## config.mk

```make
export PLATFORM = sky130hd
export DESIGN_NAME = hsv_adjust_ctrl
export DESIGN_NICKNAME = d
export VERILOG_FILES = /design/src/rtl/hsv_adjust_ctrl.sv
export SDC_FILE = /design/constraint.sdc
export NUM_CORES = 1
export LEC_CHECK = 0
export BUFFER_PORTS_ARGS = -buffer_cell sky130_fd_sc_hd__buf_2
export CORE_AREA = 5 5 133 198
export DETAILED_ROUTE_END_ITERATION = 12
export DIE_AREA = 0 0 138 203
export MAX_ROUTING_LAYER = met4
export PLACE_DENSITY_LB_ADDON = 0.1
export SLEW_MARGIN = 10
export SYNTH_ARGS = -nofsm -noshare
export SYNTH_HDL_FRONTEND = slang
export SYNTH_SLANG_ARGS = --single-unit
```

## constraint.sdc

```tcl
create_clock -name clk -period 14.3 [get_ports clk]
set_input_delay 2.86 -clock clk [delete_from_list [all_inputs] [get_ports clk]]
set_output_delay 2.86 -clock clk [all_outputs]
set_load 0.005 [all_outputs]
```

## src/rtl/hsv_adjust_ctrl.sv

```systemverilog
// HSV adjust control: frame-synchronous shadow/active configuration and a fixed
// 3-cycle hue-offset / saturation-gain / value-gain pipeline with delay-matched syncs.
module hsv_adjust_ctrl #(
  parameter int H_MAX  = 359,
  parameter int S_ONE  = 256,
  parameter int FCNT_W = 16
) (
  input  logic              clk,
  input  logic              reset,
  input  logic              cfg_we,
  input  logic [1:0]        cfg_addr,
  input  logic [8:0]        cfg_wdata,
  input  logic [8:0]        i_hsv_h,
  input  logic [8:0]        i_hsv_s,
  input  logic [7:0]        i_hsv_v,
  input  logic              vs,
  input  logic              hs,
  input  logic              de,
  output logic [8:0]        o_hsv_h,
  output logic [8:0]        o_hsv_s,
  output logic [7:0]        o_hsv_v,
  output logic              o_vs,
  output logic              o_hs,
  output logic              o_de,
  output logic              cfg_pending,
  output logic              cfg_applied,
  output logic              cfg_err,
  output logic [FCNT_W-1:0] frame_cnt
);

  localparam logic [8:0]  H_MAX9  = 9'(H_MAX);
  localparam logic [8:0]  S_ONE9  = 9'(S_ONE);
  localparam logic [9:0]  H_MAX10 = 10'(H_MAX);
  localparam logic [9:0]  H_MOD10 = 10'(H_MAX + 1);
  localparam logic [9:0]  S_ONE10 = 10'(S_ONE);
  localparam logic [8:0]  V_MAX9  = 9'd255;

  typedef enum logic {IDLE, PEND} state_t;

  state_t state_q, state_d;

  logic [8:0] sh_hue_q, sh_hue_d, sh_sg_q, sh_sg_d, sh_vg_q, sh_vg_d;
  logic       sh_en_q, sh_en_d;
  logic [8:0] act_hue_q, act_hue_d, act_sg_q, act_sg_d, act_vg_q, act_vg_d;
  logic       act_en_q, act_en_d;
  logic       applied_q, applied_d, err_q, err_d;
  logic [FCNT_W-1:0] fcnt_q, fcnt_d;

  logic [2:0] vs_sr_q, vs_sr_d, hs_sr_q, hs_sr_d, de_sr_q, de_sr_d;

  logic [9:0]  s1_h_q, s1_h_d;
  logic [17:0] s1_s_q, s1_s_d;
  logic [16:0] s1_v_q, s1_v_d;
  logic        s1_byp_q, s1_byp_d;
  logic [8:0]  s2_h_q, s2_h_d, s2_s_q, s2_s_d;
  logic [7:0]  s2_v_q, s2_v_d;
  logic [8:0]  o_h_q, o_h_d, o_s_q, o_s_d;
  logic [7:0]  o_v_q, o_v_d;

  logic       vs_rise, commit, load;
  logic [8:0] h_cl, s_cl;
  logic [9:0] s_shift;
  logic [8:0] v_shift;

  // Config side: shadow writes, commit FSM, and the frame-boundary load.
  always_comb begin
    vs_rise   = vs & ~vs_sr_q[0];
    commit    = cfg_we && (cfg_addr == 2'd3) && cfg_wdata[1];
    load      = (state_q == PEND) && vs_rise && !commit;
    state_d   = state_q;
    sh_hue_d  = sh_hue_q;
    sh_sg_d   = sh_sg_q;
    sh_vg_d   = sh_vg_q;
    sh_en_d   = sh_en_q;
    act_hue_d = act_hue_q;
    act_sg_d  = act_sg_q;
    act_vg_d  = act_vg_q;
    act_en_d  = act_en_q;
    err_d     = 1'b0;
    applied_d = load;
    fcnt_d    = vs_rise ? fcnt_q + 1'b1 : fcnt_q;

    if (cfg_we) begin
      case (cfg_addr)
        2'd0: begin
          if (cfg_wdata <= H_MAX9) sh_hue_d = cfg_wdata;
          else                     err_d    = 1'b1;
        end
        2'd1: sh_sg_d = cfg_wdata;
        2'd2: sh_vg_d = cfg_wdata;
        default: sh_en_d = cfg_wdata[0];
      endcase
    end

    case (state_q)
      IDLE: if (commit) state_d = PEND;
      default: begin
        if (commit)       state_d = PEND;
        else if (vs_rise) state_d = IDLE;
      end
    endcase

    // The load uses the shadow values as they stood before this cycle's write.
    if (load) begin
      act_hue_d = sh_hue_q;
      act_sg_d  = sh_sg_q;
      act_vg_d  = sh_vg_q;
      act_en_d  = sh_en_q;
    end
  end

  // Pixel side: S1 clamp + arithmetic, S2 wrap/saturate, S3 de gating.
  always_comb begin
    vs_sr_d  = {vs_sr_q[1:0], vs};
    hs_sr_d  = {hs_sr_q[1:0], hs};
    de_sr_d  = {de_sr_q[1:0], de};
    h_cl     = (i_hsv_h > H_MAX9) ? H_MAX9 : i_hsv_h;
    s_cl     = (i_hsv_s > S_ONE9) ? S_ONE9 : i_hsv_s;
    s1_byp_d = !act_en_q;

    if (act_en_q) begin
      s1_h_d = {1'b0, h_cl} + {1'b0, act_hue_q};
      s1_s_d = {9'd0, s_cl} * {9'd0, act_sg_q};
      s1_v_d = {9'd0, i_hsv_v} * {8'd0, act_vg_q};
    end else begin
      s1_h_d = {1'b0, i_hsv_h};
      s1_s_d = {9'd0, i_hsv_s};
      s1_v_d = {9'd0, i_hsv_v};
    end

    s_shift = s1_s_q[17:8];
    v_shift = s1_v_q[16:8];
    if (s1_byp_q) begin
      s2_h_d = s1_h_q[8:0];
      s2_s_d = s1_s_q[8:0];
      s2_v_d = s1_v_q[7:0];
    end else begin
      s2_h_d = (s1_h_q > H_MAX10) ? 9'(s1_h_q - H_MOD10) : s1_h_q[8:0];
      s2_s_d = (s_shift > S_ONE10) ? S_ONE9 : s_shift[8:0];
      s2_v_d = (v_shift > V_MAX9) ? 8'd255 : v_shift[7:0];
    end

    o_h_d = de_sr_q[1] ? s2_h_q : 9'd0;
    o_s_d = de_sr_q[1] ? s2_s_q : 9'd0;
    o_v_d = de_sr_q[1] ? s2_v_q : 8'd0;
  end

  always_ff @(posedge clk or posedge reset) begin
    if (reset) begin
      state_q   <= IDLE;
      sh_hue_q  <= 9'd0;
      sh_sg_q   <= S_ONE9;
      sh_vg_q   <= S_ONE9;
      sh_en_q   <= 1'b0;
      act_hue_q <= 9'd0;
      act_sg_q  <= S_ONE9;
      act_vg_q  <= S_ONE9;
      act_en_q  <= 1'b0;
      applied_q <= 1'b0;
      err_q     <= 1'b0;
      fcnt_q    <= '0;
      vs_sr_q   <= 3'd0;
      hs_sr_q   <= 3'd0;
      de_sr_q   <= 3'd0;
      s1_h_q    <= 10'd0;
      s1_s_q    <= 18'd0;
      s1_v_q    <= 17'd0;
      s1_byp_q  <= 1'b0;
      s2_h_q    <= 9'd0;
      s2_s_q    <= 9'd0;
      s2_v_q    <= 8'd0;
      o_h_q     <= 9'd0;
      o_s_q     <= 9'd0;
      o_v_q     <= 8'd0;
    end else begin
      state_q   <= state_d;
      sh_hue_q  <= sh_hue_d;
      sh_sg_q   <= sh_sg_d;
      sh_vg_q   <= sh_vg_d;
      sh_en_q   <= sh_en_d;
      act_hue_q <= act_hue_d;
      act_sg_q  <= act_sg_d;
      act_vg_q  <= act_vg_d;
      act_en_q  <= act_en_d;
      applied_q <= applied_d;
      err_q     <= err_d;
      fcnt_q    <= fcnt_d;
      vs_sr_q   <= vs_sr_d;
      hs_sr_q   <= hs_sr_d;
      de_sr_q   <= de_sr_d;
      s1_h_q    <= s1_h_d;
      s1_s_q    <= s1_s_d;
      s1_v_q    <= s1_v_d;
      s1_byp_q  <= s1_byp_d;
      s2_h_q    <= s2_h_d;
      s2_s_q    <= s2_s_d;
      s2_v_q    <= s2_v_d;
      o_h_q     <= o_h_d;
      o_s_q     <= o_s_d;
      o_v_q     <= o_v_d;
    end
  end

  assign o_hsv_h     = o_h_q;
  assign o_hsv_s     = o_s_q;
  assign o_hsv_v     = o_v_q;
  assign o_vs        = vs_sr_q[2];
  assign o_hs        = hs_sr_q[2];
  assign o_de        = de_sr_q[2];
  assign cfg_pending = (state_q == PEND);
  assign cfg_applied = applied_q;
  assign cfg_err     = err_q;
  assign frame_cnt   = fcnt_q;

endmodule

```

# Word-level counts from Yosys, hierarchy flattened
# Cells that the tools add are included.
totals:
  register_bits: 182
  wordCells: 75
classes:
  n_addsub: 3
  multipliers: 2
  n_lt_le_gt_ge: 6
  n_eq_ne: 3
  mux: 21
  bitwise: 3
  n_reduce_logical: 12
op_table:
  columns: ["operator", "count"]
  rows:
  - ["9-bit two-way mux", 8]
  - ["8-bit two-way mux", 3]
  - ["10-bit by 9-bit greater-than comparator with 1-bit output (second input constant)", 2]
  - ["9-bit greater-than comparator (second input constant)", 2]
  - ["9-bit by 9-bit multiplier with 18-bit output", 1]
  - ["18-bit two-way mux", 1]
  - ["8-bit by 9-bit multiplier with 17-bit output", 1]
  - ["17-bit two-way mux", 1]
  - ["16-bit by 1-bit adder with 16-bit output (second input constant)", 1]
  - ["9-bit by 9-bit adder with 10-bit output", 1]
  - ["10-bit two-way mux", 1]
  - ["9-bit by 8-bit greater-than comparator with 1-bit output (second input constant)", 1]
  - ["9-bit <= comparator (second input constant)", 1]
  - ["9-bit subtractor (second input constant)", 1]
  - ["1-bit two-way mux", 7]
  - ["2-bit AND reduction", 3]
  - ["2-bit equality test (second input constant)", 2]
  - ["1-bit logical AND", 4]
  - ["3-bit AND reduction", 1]
  - ["3-bit OR reduction", 1]
  - ["2-bit by 1-bit equality test with 1-bit output (second input constant)", 1]
  - ["1-bit zero test", 2]
  - ["2-bit zero test", 1]
  - ["1-bit inverter", 2]
  - ["1-bit AND", 1]

# Depth between registers and ports, before layout
# Gate-level depths: netlist of the first run.
logic_depth:
  word_depth: 5
  mapped_depth: 18
  ltp_nobuf: 17

# Least setup slack after synthesis of the first run
# OpenSTA, ideal clock, no wires.
synth_path:
  path_type: "input-to-reg"
  from: "input i_hsv_s[3]"
  to: "register s1_s_q[16]"
  arrival_time_ns: 6.792
  path_slack_ns: 7.429
  path_stages: 15
  n_path_buf: 1
  cell_sequence: "nor2b_1 clkbuf_1 and2_1 fa_1 fa_1 fa_1 inv_1 fa_1 inv_1 ha_1 a21oi_1 o21ai_0 a21o_1 a221oi_2 mux2i_1"
synth_via:
  elab_chain_cells: 4
synth_rtl:
  columns: ["item", "line_no", "rtl"]
  rows:
  - ["from (decl)", "14", "input logic [8:0] i_hsv_s,"]
  - ["9-bit greater-than comparator", "118", "s_cl = (i_hsv_s > S_ONE9) ? S_ONE9 : i_hsv_s;"]
  - ["9-bit two-way mux (*)", "118", null]
  - ["9-bit by 9-bit multiplier with 18-bit output (*)", "123", "s1_s_d = {9'd0, s_cl} * {9'd0, act_sg_q};"]
  - ["18-bit two-way mux (*)", "121", "if (act_en_q) begin"]
  - ["named net s1_s_d[16]", "52", "logic [17:0] s1_s_q, s1_s_d;"]
  - ["to (signal assigned)", "192", "s1_s_q <= s1_s_d;"]
  - ["to (decl)", "52", null]
# Mark *: on every way through the listed nets, which the timed path passes. The rest lies on a longest branch.
# A chain may end at the register's enable or synchronous reset.

# Worst setup path in the final report of the first run
layout_path:
  from: "input i_hsv_s[8]"
  to: "register s1_s_q[16]"
# The elaborated chain is that of the path after synthesis.

==> flow_metrics.tcl, run 1 <==
set metrics [dict create \
    status "completed" \
    min_period_ns 7.10 \
    syn_to_final_growth_pct 10.8 \
    top_layer "met4" \
    antenna_left 0 \
    dr.pass1.iters 4 \
    ys_top_cells_by_count "193 x nand2_1, 178 x dfrtp_1, 127 x inv_1, 112 x and2_1, 93 x fa_1" \
    dp_hpwl_um 19100 \
    num_vias 8039 \
    power.density_nw_per_um2 190 \
    worstSetupPathType "in -> reg" \
    synth_seq_cells 182 \
    grt_pass1_wl_um 42400 \
    drtIter0Drc 324 \
    cts_tree "yes" \
    root_buffer "clkbuf_16" \
    start_kind "input pin" \
    critPathCaptureType "flop" \
    required_ns 14.66 \
    fin_cells 1576 \
    avgRoutedWirePerCell_um 15.6 \
    worstPathArrival_ns 7.46 \
    antenna_cells 0 \
    yosysSeqAreaShare_pct 38.2 \
    fp-row-count 70 \
    hold_class "reg -> reg" \
    yosysMostFrequentCell "nand2_1" \
    htreeDepth 4 \
    routed_wirelength_um 24700 \
    finalClockSkew_ns 0.00961 \
    startpoint "i_hsv_s[8]" \
    met2WireLength_um 12700 \
    dr_wl_met3_um 799 \
    port_buffers 90 \
    gp_congestion 0.856 \
    synth.area.top_cells "dfrtp_1 37%, fa_1 16%, ha_1 9.0%" \
    r2r_start "act_sg_q[8]" \
    reg2reg_depth 13 \
    power_leakage_nw 6.80 \
    drive_above_1_share_pct 14.9 \
    synth-main-ff-cell "dfrtp_1" \
    track_usage_pct 19.1 \
    cts_buffers 17 \
    yosys.area.top_type "dfrtp_1" \
    max_freq_ghz 0.141 \
    yosysTopAreaCellShare_pct 37.3 \
    core-area_um2 24300 \
    synth_warnings 0 \
    drc_errors 0 \
    post_cts_buffers 0 \
    slew_headroom_pct 39.4 \
    grt_antenna_before_repair 0 \
    grt_overflow_total 0 \
    syn_avg_cell_area_um2 10.2 \
    ioPinCount 91 \
    cts.sinks 182 \
    setup_violations 0 \
    grt_pass1_vias 8373 \
    synth-async-reset-ratio_pct 100 \
    clkLatencyLatePin_ns 0.43 \
    fin_nets 1461 \
    synthesis.nets 1390 \
    ctsHoldBuffers 0 \
    cts-resized-gates 0 \
    start_util_pct 49.0 \
    cts_max_path_buffers 2 \
    crit_end "s1_s_q[16]" \
    die_area_um2 28000 \
    hold_viol 0 \
    fin_crit_sh_pct 49.7 \
    dp.cells 1544 \
    irDropWorstVdd_mv 0.126 \
    clk_pin_slew_ns 0.07 \
    synth.distinct_cells 56 \
    rsz0062_at_grt "no" \
    r2r_slack_ns 9.80 \
    drv_slew 0 \
    tns_ns 0 \
    grt_start_max_net_pins 76 \
    routed_via_density 5.10 \
    reg2reg_to "s1_s_q[16]" \
    netlist_instances 1168 \
    maxCapViolations 0 \
    synth-edff-count 0 \
    die_h_um 203 \
    syn-cell-area_um2 11900 \
    die_w_um 138 \
    cp_max_fo 19 \
    tightest_slew_ns 0.908 \
    wirelength_met1_um 10500 \
]
==> per-stage QoR <==
step                      hold slack (ns)  cell area [um2]  util (%)  setup WS, ns  power, mW
after global placement              0.332            12700      52.0          6.80       2.08
after CTS                           0.349            13200      54.3          7.15       2.55
after global routing                0.357            13200      54.3          6.89       2.78
after detailed placement            0.335            12700      52.0          6.71       2.09
after floorplan                     0.331            11900         -          6.50       1.77
final                               0.347            13200      54.3          7.20       2.51
==> state kept, by name, indices dropped and copies added (netlist names), 10 cells and up <==
register and flops:
s1_v_q 17, s1_h_q 10, frame_cnt 16, s1_s_q 18
==> placed cells by master, fill, tap and decap left out, drive strengths merged, types with 11 or more instances in the layout <==
| master | netlist | routed |
|---|---|---|
| nand2 | 193 | 193 |
| dfrtp | 178 | 178 |
| inv | 127 | 132 |
| and2 | 112 | 112 |
| buf | 7 | 96 |
| fa | 93 | 93 |
| ha | 86 | 86 |
| mux2 | 46 | 46 |
| nor2 | 39 | 39 |
| o21ai | 37 | 37 |
| a21oi | 36 | 36 |
| xnor2 | 25 | 25 |
| clkbuf | 37 | 20 |
| nand2b | 17 | 17 |
| nor2b | 12 | 12 |
| a21o | 11 | 11 |
==> routing by layer <==
layer,vias up,track usage (%)
met5,-,-
met4,0,6.36
met3,40,3.06
met2,143,32.0
met1,3974,23.8
li1,3882,-
==> worst min-delay path by stage <==
| stage | to | cells after the start | slack (ns) | startpoint |
|---|---|---|---|---|
| after floorplan | de_sr_q[1] | 0 | 0.33 | de_sr_q[0] |
| after global placement | s2_h_q[2] | 0 | 0.33 | s1_h_q[2] |
| after detailed placement | de_sr_q[1] | 0 | 0.33 | de_sr_q[0] |
| after CTS | de_sr_q[1] | 0 | 0.35 | de_sr_q[0] |
| after global routing | de_sr_q[1] | 0 | 0.36 | de_sr_q[0] |
| final | hs_sr_q[2] | 0 | 0.35 | hs_sr_q[1] |
==> layout make-up <==
type	instances	area (um2)
well taps	324	405
clock inverters	12	118
multi-input cells	815	6730
inverters	127	482
clock buffers	20	437
repair buffers	96	495
fillers	2261	11100
flip-flops and latches	182	4560
==> worst max-delay path, cell delays in order <==
cell,delay [ns]
buf_2,0.21
nor2b_1,0.53
and2_1,0.25
fa_1,0.43
fa_1,0.53
fa_1,0.56
inv_1,0.06
fa_1,0.52
inv_1,0.04
ha_1,0.35
a21oi_1,0.22
o21ai_0,0.18
a21o_1,0.22
a221oi_2,0.28
mux2i_1,0.20
==> power breakdown <==
part           total [mW]  leakage (nW)  switching [mW]  internal [mW]
clock               0.446         0.264           0.203          0.243
combinational        1.27          4.26           0.704          0.566
sequential          0.797          2.27           0.123          0.673
total                2.51          6.80            1.03           1.48
==> kinds of logic after synthesis <==
| group | after synthesis | synth area share, % |
|---|---|---|
| AOI/OAI and AO/OA | 128 | 6.98 |
| xor gates and xnor gates | 34 | 2.49 |
| adders and majority gates | 179 | 24.6 |
| buffers and inverters | 171 | 5.46 |
| DFF | 182 | 38.2 |
| muxes | 55 | 5.09 |
| and+or+nand+nor | 419 | 17.2 |
(Power assumes the default switching activity.)
==> inputs of run 2 (changes only) <==
==> constraint.sdc (replaced) <==
create_clock -name clk -period 6.7 [get_ports clk]
set_input_delay 1.34 -clock clk [delete_from_list [all_inputs] [get_ports clk]]
set_output_delay 1.34 -clock clk [all_outputs]
set_load 0.005 [all_outputs]
==> flow_metrics.tcl, run 2 (same netlist as run 1, synthesis figures left out) <==
set metrics [dict create \
    finalClockSkew_ns 0.0129 \
    critPathMaxStageDelay_ns 0.56 \
    critPathCaptureType "flop" \
    root_buffer "clkbuf_16" \
    cts_max_path_buffers 2 \
    setup_ws_ns 1.14 \
    final_cell_mix "193 x nand2_1, 178 x dfrtp_1, 126 x inv_1" \
    drive_above_1_share_pct 15.1 \
    required_ns 7.06 \
    worstPathArrival_ns 5.91 \
    grt_antenna_before_repair 0 \
    startpoint "i_hsv_s[8]" \
    start_util_pct 49.0 \
    r2r_start "act_sg_q[8]" \
    dp_slack_ns 0.662 \
    fin_crit_sh_pct 82.9 \
    ioPinCount 91 \
    cts.sinks 182 \
    drv_slew 0 \
    grt_start_max_net_pins 76 \
    slowest_stage "fa_1" \
    largest-register "s1_s_q" \
    grt_pass1_vias 8386 \
    irDropWorstVdd_mv 0.280 \
    cp_max_fo 19 \
    antenna_cells 0 \
    die_w_um 138 \
    die_area_um2 28000 \
    power.density_nw_per_um2 410 \
    antenna_left 0 \
    fillers 2259 \
    gp_congestion 0.850 \
    slew_headroom_pct 40.8 \
    worstSetupPathType "in -> reg" \
    post_cts_buffers 0 \
    grt_pass1_wl_um 42600 \
    setup_violations 0 \
    cts-resized-gates 0 \
    fp-row-count 70 \
    cts_tree "yes" \
    crit_chain "buf_2, nor2b_1, and2_1, fa_1, fa_1, fa_1, inv_1, fa_1, inv_1, ha_1, a21oi_1, o21ai_0, a21o_1, a221oi_2, mux2i_1" \
    track_usage_pct 19.3 \
    tightest_slew_ns 0.887 \
    drtIter0Drc 379 \
    avgRoutedWirePerCell_um 15.9 \
    die_h_um 203 \
    syn_to_final_growth_pct 11.2 \
    min_period_ns 5.56 \
    tns_ns 0 \
    crit_path_frequent_cell "fa_1" \
    start_kind "input pin" \
    fin_nets 1461 \
    clkLatencyLatePin_ns 0.43 \
    ctsHoldBuffers 0 \
    maxCapViolations 0 \
    cts_buffers 17 \
    core-area_um2 24300 \
    dr.pass1.iters 5 \
    num_vias 8154 \
    power_leakage_nw 6.83 \
    dp_hpwl_um 19200 \
    drc_errors 0 \
    clk_pin_slew_ns 0.08 \
    max_freq_ghz 0.180 \
    hold_class "reg -> reg" \
    status "completed" \
    rsz0062_at_grt "no" \
    port_buffers 90 \
    routed_via_density 5.17 \
    routed_wirelength_um 25100 \
    hold_viol 0 \
    power_mw 5.44 \
    worstHoldStart "hs_sr_q[0]" \
    final_common_cell "nand2_1" \
    largest_reg_flops 18 \
    htreeDepth 4 \
    grt_overflow_total 0 \
]
run 2: changes by cell type in the layout (fill, tap and decap cells not counted), sizes merged:
cell,before,now
clkinvlp,3,1
clkinv,3,4
clkbuf,20,21
run 2: final cells by class:
type / instances / area, um2 / share of cell area, %
Sequential cell: 182 / 4560 / 34.4
Inverter: 127 / 482 / 3.63
Multi-Input combinational cell: 815 / 6730 / 50.7
Clock inverter: 11 / 131 / 0.990
Tap cell: 324 / 405 / 3.06
Timing Repair Buffer: 96 / 495 / 3.73
Clock buffer: 21 / 470 / 3.55
run 2: final timing paths:
kind                          endpoint  slack [ns]  depth (start not counted)
setup / recovery            s1_s_q[16]        1.14                         15
hold / removal              hs_sr_q[1]        0.35                          0
hold reg to reg             hs_sr_q[1]        0.35                          0
setup reg to reg            s1_s_q[16]        2.23                         13
min in group asynchronous   hs_sr_q[2]        1.01                          2
max in group asynchronous  act_sg_q[1]        4.41                          3
run 2: routing by layer:
layer / up-vias / global-route usage (%) / wire (um)
li1: 3878 / - / -
met2: 166 / 32.6 / 13000
met4: 0 / 6.39 / 631
met1: 4074 / 23.9 / 10600
met5: - / - / 0
met3: 36 / 2.73 / 779
run 2: through the flow:
stage	hold WS, ns	instances	area [um2]	util (%)
after global placement	0.333	1544	12700	52.0
after detailed placement	0.336	1544	12700	52.0
after global routing	0.359	1576	13300	54.5
after floorplan	0.331	1168	11900	-
after CTS	0.351	1576	13300	54.5
final	0.346	1576	13300	54.5
run 2: worst max-delay path: cells and delay by family:
family,cells,cell delay (ns)
buffers and inverters,3,0.31
and+or+nand+nor,2,0.74
AOI/OAI and AO/OA,4,0.90
adders and majority gates,5,2.41
muxes,1,0.22
run 2: power breakdown:
group	internal, mW	switching (mW)	leakage, nW
Sequential	1.44	0.264	2.27
Combinational	1.21	1.52	4.26
Clock	0.557	0.452	0.293
==> inputs of run 3 (changes only) <==
--- a/config.mk
+++ b/config.mk
@@ -5,10 +5,11 @@
 export SDC_FILE = /design/constraint.sdc
 export NUM_CORES = 1
 export LEC_CHECK = 0
+export ABC_AREA = 1
 export BUFFER_PORTS_ARGS = -buffer_cell sky130_fd_sc_hd__buf_2
-export CORE_AREA = 5 5 133 198
+export CORE_AREA = 5 5 135 201
 export DETAILED_ROUTE_END_ITERATION = 12
-export DIE_AREA = 0 0 138 203
+export DIE_AREA = 0 0 140 206
 export MAX_ROUTING_LAYER = met4
 export PLACE_DENSITY_LB_ADDON = 0.1
 export SLEW_MARGIN = 10
==> constraint.sdc (replaced) <==
create_clock -name clk -period 5.77 [get_ports clk]
set_input_delay 1.154 -clock clk [delete_from_list [all_inputs] [get_ports clk]]
set_output_delay 1.154 -clock clk [all_outputs]
set_load 0.005 [all_outputs]
==> flow_metrics.tcl, run 3 <==
set metrics [dict create \
    antenna_cells 0 \
    power_leakage_nw 8.02 \
    max_freq_ghz 0.200 \
    worstPathArrival_ns 5.29 \
    tightest_slew_ns 1.04 \
    drtIter0Drc 448 \
    hold_viol 0 \
    netlist_instances 1510 \
    slowest_stage "fa_1" \
    setup_ws_ns 0.760 \
    clkLatencyLatePin_ns 0.44 \
    crit_buf_inv 6 \
    die_w_um 140 \
    cts.sinks 182 \
    root_buffer "clkbuf_16" \
    syn-cell-area_um2 12300 \
    cp_max_fo 12 \
    fp-row-count 71 \
    drc_errors 0 \
    yosysSeqAreaShare_pct 37.1 \
    core-area_um2 25100 \
    yosysTopAreaCellShare_pct 36.2 \
    synth.area.top_cells "dfrtp_1 36%, fa_1 15%, nand2_1 14%" \
    power_mw 6.28 \
    start_util_pct 49.1 \
    syn_avg_cell_area_um2 8.14 \
    slew_headroom_pct 30.6 \
    synth-async-reset-ratio_pct 100 \
    yosys.area.top_type "dfrtp_1" \
    reg2reg_depth 16 \
    synth-edff-count 0 \
    holdPathEnd "vs_sr_q[2]" \
    port_buffers 90 \
    grt_overflow_total 0 \
    multiInputGateArea_um2 6400 \
    dp_hpwl_um 21000 \
    die_h_um 206 \
    critPathCaptureType "flop" \
    clk_pin_slew_ns 0.07 \
    dp_slack_ns 0.305 \
    grt_pass1_vias 9423 \
    cts_max_path_buffers 2 \
    fin_nets 1803 \
    gp_congestion 0.925 \
    synth_seq_cells 182 \
    synth.distinct_cells 32 \
    cts-resized-gates 0 \
    cts_buffers 17 \
    tns_ns 0 \
    start_kind "input pin" \
    ctsHoldBuffers 0 \
    grt_pass1_wl_um 45500 \
    final_cell_mix "455 x nand2_1, 303 x inv_1, 178 x dfrtp_1" \
    track_usage_pct 20.2 \
    antenna_left 0 \
    setup_violations 0 \
    worstSetupPathType "in -> reg" \
    drive_above_1_share_pct 8.91 \
    r2r_start "act_sg_q[8]" \
    fillers 2414 \
    synth-main-ff-cell "dfrtp_1" \
    path_delay_family "adder cells" \
    ff_latch_area_um2 4560 \
    ioPinCount 91 \
    rsz0062_at_grt "no" \
    synth_warnings 0 \
    r2r_slack_ns 1.49 \
    min_period_ns 5.01 \
    critPathMaxStageDelay_ns 0.54 \
    avgRoutedWirePerCell_um 13.9 \
    num_vias 9279 \
    hold_class "reg -> reg" \
    final_common_cell "nand2_1" \
    crit_chain "buf_2, inv_1, nand4_1, o21ai_0, buf_4, nand2_1, nor2_1, fa_1, fa_1, fa_1, inv_1, fa_1, inv_1, ha_1, nand2_1, inv_1, nand2_1, nand2_1, a21oi_1, xor2_1, nor2_1" \
    crit_cells 21 \
    power.density_nw_per_um2 460 \
    synthesis.nets 1732 \
    routed_wirelength_um 26700 \
    grt_start_max_net_pins 183 \
    yosysMostFrequentCell "nand2_1" \
    die_area_um2 28800 \
    syn_to_final_growth_pct 11.0 \
    routed_via_density 4.83 \
    drv_slew 0 \
    reg2reg_to "s1_s_q[10]" \
    dr.pass1.iters 5 \
    required_ns 6.05 \
    cts_tree "yes" \
    post_cts_buffers 0 \
    finalClockSkew_ns 0.0128 \
    fin_crit_sh_pct 86.8 \
    irDropWorstVdd_mv 0.229 \
    ys_top_cells_by_count "455 x nand2_1, 304 x inv_1, 178 x dfrtp_1, 127 x nor2_1, 93 x fa_1" \
    hold_path_depth 0 \
    worstHoldStart "vs_sr_q[1]" \
    largest_reg_flops 18 \
    largest-register "s1_s_q" \
    grt_antenna_before_repair 0 \
    htreeDepth 4 \
    maxCapViolations 0 \
    status "completed" \
]
run 3: area by class of cell:
class                           instances  share of cell area (%)
Clock buffer                           17                    3.12
Tap cell                              328                    3.01
Sequential cell                       182                    33.4
Multi-Input combinational cell        977                    46.9
Timing Repair Buffer                   96                    3.72
Clock inverter                         15                    1.37
Inverter                              307                    8.47
run 3: kinds of logic after synthesis:
family / synth area share (%)
AND/OR/NAND/NOR: 21.2
buffers and inverters: 10.9
flip-flops: 37.1
adder cells (fa/ha/maj): 23.9
AO/OA/AOI/OAI: 5.03
XOR/XNOR: 1.92
run 3: worst max-delay path by stage:
stage	startpoint	slack, ns	endpoint
floorplan	i_hsv_s[1]	0.73	s1_s_q[10]
global placement	i_hsv_s[2]	0.41	s1_s_q[14]
detailed placement	i_hsv_s[2]	0.31	s1_s_q[10]
CTS	i_hsv_s[2]	0.78	s1_s_q[10]
global route	i_hsv_s[2]	0.47	s1_s_q[14]
finish	i_hsv_s[2]	0.76	s1_s_q[10]
run 3: stage by stage:
stage               hold slack (ns)  utilization [%]  area [um2]  cells
floorplan                     0.331                -       12300   1510
global placement              0.333             52.0       13000   1890
detailed placement            0.336             52.0       13000   1890
CTS                           0.349             54.5       13600   1922
global route                  0.356             54.5       13600   1922
finish                        0.346             54.5       13600   1922
run 3: power by group:
group	internal (mW)	switching, mW	total, mW
clock	0.623	0.559	1.18
combinational	1.22	1.95	3.17
sequential	1.66	0.266	1.93
total	3.50	2.77	6.28
run 3: worst register-to-register path, cell delays in order, from the launching register on:
cell,delay [ns]
dfstp_2,0.59
inv_1,0.16
nor2_1,0.20
fa_1,0.44
fa_1,0.52
fa_1,0.54
inv_1,0.05
fa_1,0.52
inv_1,0.04
ha_1,0.35
nand2_1,0.12
inv_1,0.05
nand2_1,0.05
nand2_1,0.05
a21oi_1,0.18
xor2_1,0.18
nor2_1,0.06
run 3: routing by layer:
layer  vias up  global-route usage, %  part of all wire, %
met4         0                   6.96                  2.6
met2       190                   33.8                   49
met1      4370                   25.3                   44
met3        47                   2.99                  3.9
li1       4672                      -                    -
met5         -                      -                    0
